**src/rtl/seven_seg_scanner_pkg.sv**
```systemverilog
// Shared constants and helpers for the four-digit seven-segment scanner.
// Anode patterns are active-low.
package seven_seg_scanner_pkg;

   localparam logic [3:0] AN_OFF              = 4'b1111;
   localparam int         NUM_DIGITS          = 4;
   localparam int         DEFAULT_REFRESH_DIV = 50000;

   typedef logic [1:0] digit_idx_t;
   typedef logic [3:0] nibble_t;

   function automatic nibble_t nibble_of(input logic [15:0] v, input digit_idx_t i);
      nibble_t n;
      case (i)
         2'd0:    n = v[3:0];
         2'd1:    n = v[7:4];
         2'd2:    n = v[11:8];
         default: n = v[15:12];
      endcase
      return n;
   endfunction

   // Digit i is a leading zero when every nibble from i upward is zero; digit 0 always shows.
   function automatic logic [3:0] lz_blank_mask(input logic [15:0] v);
      logic [3:0] m;
      m[3] = (v[15:12] == 4'h0);
      m[2] = (v[15:8]  == 8'h00);
      m[1] = (v[15:4]  == 12'h000);
      m[0] = 1'b0;
      return m;
   endfunction

   function automatic logic [3:0] anode_sel(input digit_idx_t i);
      logic [3:0] a;
      case (i)
         2'd0:    a = 4'b1110;
         2'd1:    a = 4'b1101;
         2'd2:    a = 4'b1011;
         default: a = 4'b0111;
      endcase
      return a;
   endfunction

endpackage

```
**src/rtl/seven_seg_scanner_if.sv**
```systemverilog
// Datapath-side load port and display-side scan outputs of the scanner.
interface seven_seg_scanner_if;
   import seven_seg_scanner_pkg::*;

   logic [15:0] data_in;
   logic        load;
   logic        blank_lz;
   nibble_t     hex_out;
   logic [3:0]  an;
   digit_idx_t  digit_idx;

   modport master (
      output data_in, load, blank_lz,
      input  hex_out, an, digit_idx
   );

   modport slave (
      input  data_in, load, blank_lz,
      output hex_out, an, digit_idx
   );

endinterface

```
**src/rtl/seven_seg_scanner_refresh_tick.sv**
```systemverilog
// Modulo-DIV slot counter: cnt_zero marks the guard cycle, wrap marks the last cycle of a slot.
module refresh_tick #(
   parameter int DIV = 4
) (
   input  logic clk,
   input  logic reset,
   output logic cnt_zero,
   output logic wrap
);

   localparam int             CW   = $clog2(DIV);
   localparam logic [CW-1:0]  LAST = CW'(DIV - 1);

   logic [CW-1:0] cnt;

   always_ff @(posedge clk) begin
      if (reset) begin
         cnt <= '0;
      end else if (cnt == LAST) begin
         cnt <= '0;
      end else begin
         cnt <= cnt + CW'(1);
      end
   end

   assign cnt_zero = (cnt == '0);
   assign wrap     = (cnt == LAST);

endmodule

```
**src/rtl/seven_seg_scanner.sv**
```systemverilog
// Latches a 16-bit value and scans its nibbles onto a 4-digit common-anode display.
// All outputs are registered one cycle behind the value/index/counter state.
module seven_seg_scanner
   import seven_seg_scanner_pkg::*;
#(
   parameter int REFRESH_DIV = DEFAULT_REFRESH_DIV
) (
   input  logic               clk,
   input  logic               reset,
   seven_seg_scanner_if.slave bus
);

   logic [15:0] value;
   digit_idx_t  idx;
   logic        cnt_zero;
   logic        wrap;
   logic [3:0]  blank_mask;
   logic [3:0]  an_next;

   refresh_tick #(
      .DIV (REFRESH_DIV)
   ) u_tick (
      .clk      (clk),
      .reset    (reset),
      .cnt_zero (cnt_zero),
      .wrap     (wrap)
   );

   // Guard cycle at the start of each slot keeps the previous digit's anode from overlapping the new nibble.
   always_comb begin
      blank_mask = '0;
      an_next    = AN_OFF;
      if (bus.blank_lz) begin
         blank_mask = lz_blank_mask(value);
      end
      if (!cnt_zero && !blank_mask[idx]) begin
         an_next = anode_sel(idx);
      end
   end

   always_ff @(posedge clk) begin
      if (reset) begin
         value         <= 16'h0000;
         idx           <= 2'd0;
         bus.hex_out   <= 4'h0;
         bus.an        <= AN_OFF;
         bus.digit_idx <= 2'd0;
      end else begin
         if (bus.load) begin
            value <= bus.data_in;
         end
         if (wrap) begin
            idx <= idx + 2'd1;
         end
         bus.hex_out   <= nibble_of(value, idx);
         bus.an        <= an_next;
         bus.digit_idx <= idx;
      end
   end

endmodule

```
**src/flat_wrapper.sv**
```systemverilog
// flat-port wrapper written by rule: the top's interface ports become plain ports
module seven_seg_scanner_flat import seven_seg_scanner_pkg::*;
#(
   parameter int REFRESH_DIV = DEFAULT_REFRESH_DIV
)
  (clk, reset, bus_data_in, bus_load, bus_blank_lz, bus_hex_out, bus_an, bus_digit_idx);
  seven_seg_scanner_if bus_i ();
  input  logic clk;
  input  logic reset;
  input wire logic [$bits(bus_i.data_in)-1:0] bus_data_in;
  input wire logic [$bits(bus_i.load)-1:0] bus_load;
  input wire logic [$bits(bus_i.blank_lz)-1:0] bus_blank_lz;
  output wire logic [$bits(bus_i.hex_out)-1:0] bus_hex_out;
  output wire logic [$bits(bus_i.an)-1:0] bus_an;
  output wire logic [$bits(bus_i.digit_idx)-1:0] bus_digit_idx;
  assign bus_i.data_in = bus_data_in;
  assign bus_i.load = bus_load;
  assign bus_i.blank_lz = bus_blank_lz;
  assign bus_hex_out = bus_i.hex_out;
  assign bus_an = bus_i.an;
  assign bus_digit_idx = bus_i.digit_idx;
  seven_seg_scanner #(.REFRESH_DIV(REFRESH_DIV)) u_core (.clk(clk), .reset(reset), .bus(bus_i));
endmodule
```
**config.mk**
```make
export PLATFORM = sky130hd
export DESIGN_NAME = seven_seg_scanner_flat
export DESIGN_NICKNAME = d
export VERILOG_FILES = /design/src/rtl/seven_seg_scanner_pkg.sv /design/src/rtl/seven_seg_scanner_if.sv /design/src/rtl/seven_seg_scanner_refresh_tick.sv /design/src/rtl/seven_seg_scanner.sv /design/src/flat_wrapper.sv
export SDC_FILE = /design/constraint.sdc
export NUM_CORES = 1
export LEC_CHECK = 0
export ABC_AREA = 1
export BUFFER_PORTS_ARGS = -buffer_cell sky130_fd_sc_hd__buf_2
export CAP_MARGIN = 20
export CORE_ASPECT_RATIO = 2
export CORE_MARGIN = 2
export CORE_UTILIZATION = 35
export CTS_BUF_LIST = sky130_fd_sc_hd__clkbuf_4 sky130_fd_sc_hd__clkbuf_8 sky130_fd_sc_hd__clkbuf_16
export CTS_CLUSTER_SIZE = 24
export DETAILED_ROUTE_END_ITERATION = 10
export RECOVER_POWER = 50
export SYNTH_ARGS = -nofsm -noshare
export SYNTH_HDL_FRONTEND = slang
export SYNTH_SLANG_ARGS = --single-unit
```
**constraint.sdc**
```tcl
create_clock -name clk -period 1.7 [get_ports clk]
set_input_delay 0.255 -clock clk [delete_from_list [all_inputs] [get_ports clk]]
set_output_delay 0.255 -clock clk [all_outputs]
set_load 0.02 [all_outputs]
```
==> impl_metrics.json, run 1 <==
{
  "vias": 1768,
  "finalSetupTns_ps": 0,
  "critPathCaptureType": "register",
  "yosys_warnings": 0,
  "grt_pass1_wl_mm": 7.62,
  "rsz0062_at_grt": "false",
  "crit_type": "reg2reg",
  "ys_seq_area_share_pct": 44.2,
  "drive_gt1_share_pct": 15.2,
  "viasPerCell": 4.88,
  "dr.pass1.iters": 4,
  "start_kind": "register",
  "io_buffers": 29,
  "grt_max_degree": 25,
  "grt_antenna_before_repair": 0,
  "overflow": 0,
  "finalWirelength_mm": 4.49,
  "slowest_delay_ps": 390,
  "finalSetupViolations": 0,
  "syn_to_final_growth_pct": 14.5,
  "worstPathCellList": "ha_1 > nand3_2 > inv_1 > nand2_1 > or2_0 > a21oi_1",
  "htreeDepth": 2,
  "yosys-top-cells-count": "dfxtp_1 (44), nand2_1 (44), nor2_1 (41)",
  "die-area_mm2": 0.00635,
  "grt_use_total_pct": 15.3,
  "irDropWorstVdd_v": 0.000522,
  "diodes": 0,
  "clk_pin_slew_ps": 80,
  "fmax_mhz": 728,
  "synth-seq-cells": 44,
  "drt_iter0_markers": 54,
  "synth_top_area_share_pct": 44.2,
  "ant_nets": 0,
  "synth_edf_count": 0,
  "grt_pass1_vias": 1768,
  "fin_skew_ps": 11.8,
  "post_cts_buffers": 0,
  "io_pins": 30,
  "drc": 0,
  "ys_types": 24,
  "ys.flop_type": "dfxtp_1",
  "drv_slew": 0,
  "rows": 38,
  "relSlewSlack_pct": 42.3,
  "yosys.area.top_type": "dfxtp_1",
  "core_mm2": 0.00547,
  "synth-async-reset-ratio_pct": 0,
  "final-seq-area_um2": 881,
  "multi_input_area_um2": 951,
  "status": "finished, final reports clean",
  "cts_resized": 0,
  "start_util_pct": 36.5,
  "cap_violations": 0,
  "cts_max_path_buffers": 2,
  "wire_per_inst_um": 12.4,
  "hold_buffers": 0,
  "synth_area_leaders": "dfxtp_1 (44%), nand2_1 (8.3%), nor2_1 (7.7%)",
  "finalCritPeriodShare_pct": 80.8,
  "worstMarginPinSlew_ps": 866,
  "p_leak_nw": 0.935,
  "clkSinkCount": 44,
  "cp_max_fo": 4,
  "cellPowerDensity_mw_per_mm2": 849,
  "cts_tree": "yes",
  "fill_cells": 587,
  "syn_avg_cell_area_um2": 7.47,
  "hold_slack_ps": 186,
  "fp.dieW_um": 57.4,
  "period_minus_slack_ps": 1370,
  "nets": 327,
  "cp.arrival_ps": 1600,
  "critPathRequiredTime_ps": 1920,
  "syn_nets": 293,
  "syn_area_mm2": 0.00199,
  "clock_latency_ps": 290,
  "hpwl_mm": 3.58,
  "hold_violations": 0,
  "cts_buffers": 5,
  "die_y_um": 111,
  "slowest_stage": "dfxtp_1",
  "min_path_type": "in2reg",
  "cts_root_buffer": "clkbuf_8",
  "syn_inst": 267,
  "gp_congestion": 0.800
}
[sequential cells by signal, indices dropped and copies added (netlist names)]
name and count:
u_core.bus.digit_idx 2, u_core.u_tick.cnt 16, u_core.bus.an 4, u_core.bus.hex_out 4
u_core.value 16, u_core.idx 2
[cells in the final DEF (no fill, tap or decap), types with 3 or more instances in the layout]
cell	instances
nand2_1	44
dfxtp_1	44
nor2_1	41
inv_1	33
o21ai_0	23
a21oi_1	21
buf_2	19
nand3_1	16
clkbuf_1	11
nor2_2	8
ha_1	6
clkbuf_8	6
nand4_1	5
a31oi_1	4
xor2_1	3
[power by group]
part	switching [mW]	internal, mW	total, mW	leakage [nW]
Clock	0.336	0.364	0.700	0.0523
Combinational	0.0861	0.0586	0.145	0.522
Sequential	0.0241	1.07	1.09	0.360
[per-layer routing]
| metal | GRT usage (%) | up-vias | part of all wire, % |
|---|---|---|---|
| met2 | 28.9 | 49 | 56 |
| met1 | 14.7 | 788 | 37 |
| met4 | 7.60 | 0 | 3.5 |
| li1 | - | 919 | - |
| met5 | 0 | - | 0 |
| met3 | 2.80 | 12 | 3.5 |
[worst paths after layout]
check                       start               endpoint  slack, ps  cells after the start
min reg2reg       u_core.value[0]  u_core.bus.hex_out[0]        470                      2
min               bus_data_in[15]       u_core.value[15]        190                      3
max reg2reg  u_core.u_tick.cnt[0]   u_core.u_tick.cnt[8]        330                      6
max          u_core.u_tick.cnt[0]   u_core.u_tick.cnt[8]        330                      6
[cell families after synthesis]
family | synth area share (%)
compound gates | 13.2
buf+inv | 8.16
xor+xnor | 2.20
flops | 44.2
simple gates | 28.5
fa+ha+maj | 3.76
[stage by stage]
stage | instances | area, um^2 | utilization (%) | worst slack (ps) | total power [mW]
floorplan | 267 | 1990 | - | 391 | 1.21
CTS | 362 | 2300 | 42.1 | 307 | 1.96
detailed placement | 354 | 2200 | 40.3 | 327 | 1.27
global route | 362 | 2280 | 41.8 | 179 | 2.03
finish | 362 | 2280 | 41.8 | 326 | 1.94
global placement | 354 | 2200 | 40.3 | 338 | 1.27
[worst max-delay path: cells and delay by family (launching register included)]
kind,cells,cell delay (ps)
and+or+nand+nor,3,420
DFF,1,390
adders and majority gates,1,240
buffers and inverters,1,140
AOI/OAI and AO/OA,1,110
[cell type report]
| type | instances | area share [%] |
|---|---|---|
| Tap cell | 60 | 3.29 |
| Clock buffer | 8 | 4.27 |
| Multi-Input combinational cell | 184 | 41.6 |
| Timing Repair Buffer | 32 | 6.63 |
| Inverter | 34 | 5.59 |
| Sequential cell | 44 | 38.6 |
Note: power is estimated with default switching activity, not from simulation.
==> inputs of run 2 (changes only) <==
==> constraint.sdc (replaced) <==
create_clock -name clk -period 1.3 [get_ports clk]
set_input_delay 0.195 -clock clk [delete_from_list [all_inputs] [get_ports clk]]
set_output_delay 0.195 -clock clk [all_outputs]
set_load 0.02 [all_outputs]
==> run 2 against run 1 <==
Worst hold slack lost 86 ps. Via count grew 1.0%. Count of clock-buffer cells in the layout shrank 2. Global-route usage grew 0.53 points. Non-clock buffer count grew 9. Die area is the same. Maximum frequency grew 11%. Combinational power grew 45%. Clock power grew 33%. Critical endpoint is now u_core.bus.hex_out[0].
==> impl_metrics.json, run 2 (same netlist as run 1, synthesis figures left out) <==
{
  "grt_antenna_before_repair": 0,
  "die-area_mm2": 0.00635,
  "r2r_start": "u_core.idx[0]",
  "fmax_mhz": 810,
  "fin_skew_ps": 7.74,
  "grt_pass1_wl_mm": 7.67,
  "cellPowerDensity_mw_per_mm2": 1070,
  "finalSetupViolations": 0,
  "cp_max_fo": 5,
  "core_mm2": 0.00547,
  "die_y_um": 111,
  "clk_pin_slew_ps": 90,
  "clock_latency_ps": 310,
  "largest_registers": "u_core.u_tick.cnt (16), u_core.value (16)",
  "post_cts_buffers": 0,
  "min_to": "u_core.value[3]",
  "place_area_mm2": 0.00227,
  "ant_nets": 0,
  "fp.dieW_um": 57.4,
  "critPathCaptureType": "register",
  "period_minus_slack_ps": 1230,
  "drc": 0,
  "io_pins": 30,
  "start_util_pct": 36.5,
  "viasPerCell": 4.80,
  "cts_tree": "yes",
  "ff2ff_path_depth": 4,
  "irDropWorstVdd_v": 0.000708,
  "rows": 38,
  "wire_per_inst_um": 12.7,
  "busiest_layer": "met2",
  "hold_violations": 0,
  "fill_cells": 580,
  "layout_commonest_cell": "nand2_1",
  "worstMarginPinSlew_ps": 596,
  "final_cell_mix": "nand2_1 (43), nor2_1 (38), dfxtp_1 (37)",
  "critPathRequiredTime_ps": 1480,
  "grt_max_degree": 17,
  "whs_path_depth": 3,
  "cts_max_path_buffers": 2,
  "start_kind": "register",
  "grt_pass1_vias": 1740,
  "finalSetupTns_ps": 0,
  "grt_use_met1_pct": 14.5,
  "hpwl_mm": 3.67,
  "drv_slew": 0,
  "gp_congestion": 0.839,
  "relSlewSlack_pct": 60.3,
  "drive_gt1_share_pct": 23.1,
  "finalWirelength_mm": 4.74,
  "grt_use_met2_pct": 28.9,
  "io_buffers": 29,
  "min_path_type": "in2reg",
  "overflow": 0,
  "ff2ff_setup_slack_ps": 70,
  "cts_root_buffer": "clkbuf_8",
  "vias": 1786,
  "dr.pass1.iters": 4,
  "grt_use_total_pct": 15.8,
  "syn_to_final_growth_pct": 21.3,
  "finalCritPeriodShare_pct": 94.9,
  "nets": 337,
  "cts_buffers": 5,
  "min-delay-start": "bus_data_in[3]",
  "status": "finished, final reports clean",
  "crit_type": "reg2reg",
  "r2r_end": "u_core.bus.hex_out[0]",
  "cp.arrival_ps": 1420,
  "htreeDepth": 2,
  "diodes": 0,
  "drt_iter0_markers": 64,
  "clkSinkCount": 44,
  "cap_violations": 0,
  "use_met3_pct": 3.62,
  "p_leak_nw": 0.983,
  "final_area_mm2": 0.00242
}
## run 2: changes by cell type in the layout (fill, tap and decap cells not counted), sizes merged
cell | previous run | this run
clkinvlp | 0 | 2
nand2 | 48 | 49
buf | 21 | 31
clkbuf | 19 | 16
## run 2: what timing repair did
action,4_1_cts,5_1_grt
endpoints found under the setup margin,0,22
resized for setup,0,19
hold buffers,0,0
## run 2: worst max-delay path: stages (launching register included)
cell and delay, ps:
dfxtp_1 380, inv_1 100, ha_1 260, a21oi_1 250, a31oi_1 110
## run 2: layout make-up
type / count / area [um^2] / area share [%]
multi-input cells: 185 / 1010 / 41.9
flip-flops and latches: 44 / 890 / 36.8
repair buffers: 41 / 215 / 8.90
inverters: 34 / 128 / 5.28
clock buffers: 6 / 82.6 / 3.41
well taps: 60 / 75.1 / 3.10
clock inverters: 2 / 15.0 / 0.621
## run 2: per-layer routing
layer | share of wire, % | vias to the layer above
li1 | - | 940
met1 | 35 | 792
met4 | 4.3 | 0
met5 | 0 | -
met3 | 3.9 | 14
met2 | 57 | 40
## run 2: worst max path at each step
| stage | startpoint | to | slack (ps) | cells past startpoint |
|---|---|---|---|---|
| 6_report | u_core.idx[0] | u_core.bus.hex_out[0] | 70 | 4 |
| 5_1_grt | u_core.u_tick.cnt[0] | u_core.u_tick.cnt[11] | -0.05 | 7 |
| 4_1_cts | u_core.u_tick.cnt[1] | u_core.u_tick.cnt[8] | 10 | 6 |
| 3_5_place_dp | u_core.u_tick.cnt[1] | u_core.u_tick.cnt[15] | 20 | 6 |
| 3_3_place_gp | u_core.u_tick.cnt[0] | u_core.u_tick.cnt[10] | 50 | 6 |
| 2_1_floorplan | u_core.u_tick.cnt[0] | u_core.u_tick.cnt[13] | 1 | 7 |
## run 2: power breakdown
group,switching (mW),internal [mW],leakage [nW],total (mW)
clock network,0.502,0.430,0.0434,0.932
registers,0.0361,1.40,0.363,1.44
logic,0.119,0.0909,0.576,0.210
## run 2: through the flow
step | instances | setup slack (ps) | power [mW] | hold slack [ps] | util [%]
after floorplan | 267 | 0.987 | 1.59 | 267 | -
after global placement | 363 | 52.3 | 1.67 | 416 | 41.6
after detailed placement | 363 | 15.5 | 1.67 | 423 | 41.6
after CTS | 371 | 12.3 | 2.60 | 94.8 | 43.3
after global routing | 372 | -0.0526 | 2.70 | 106 | 44.2
final | 372 | 65.9 | 2.58 | 99.7 | 44.2
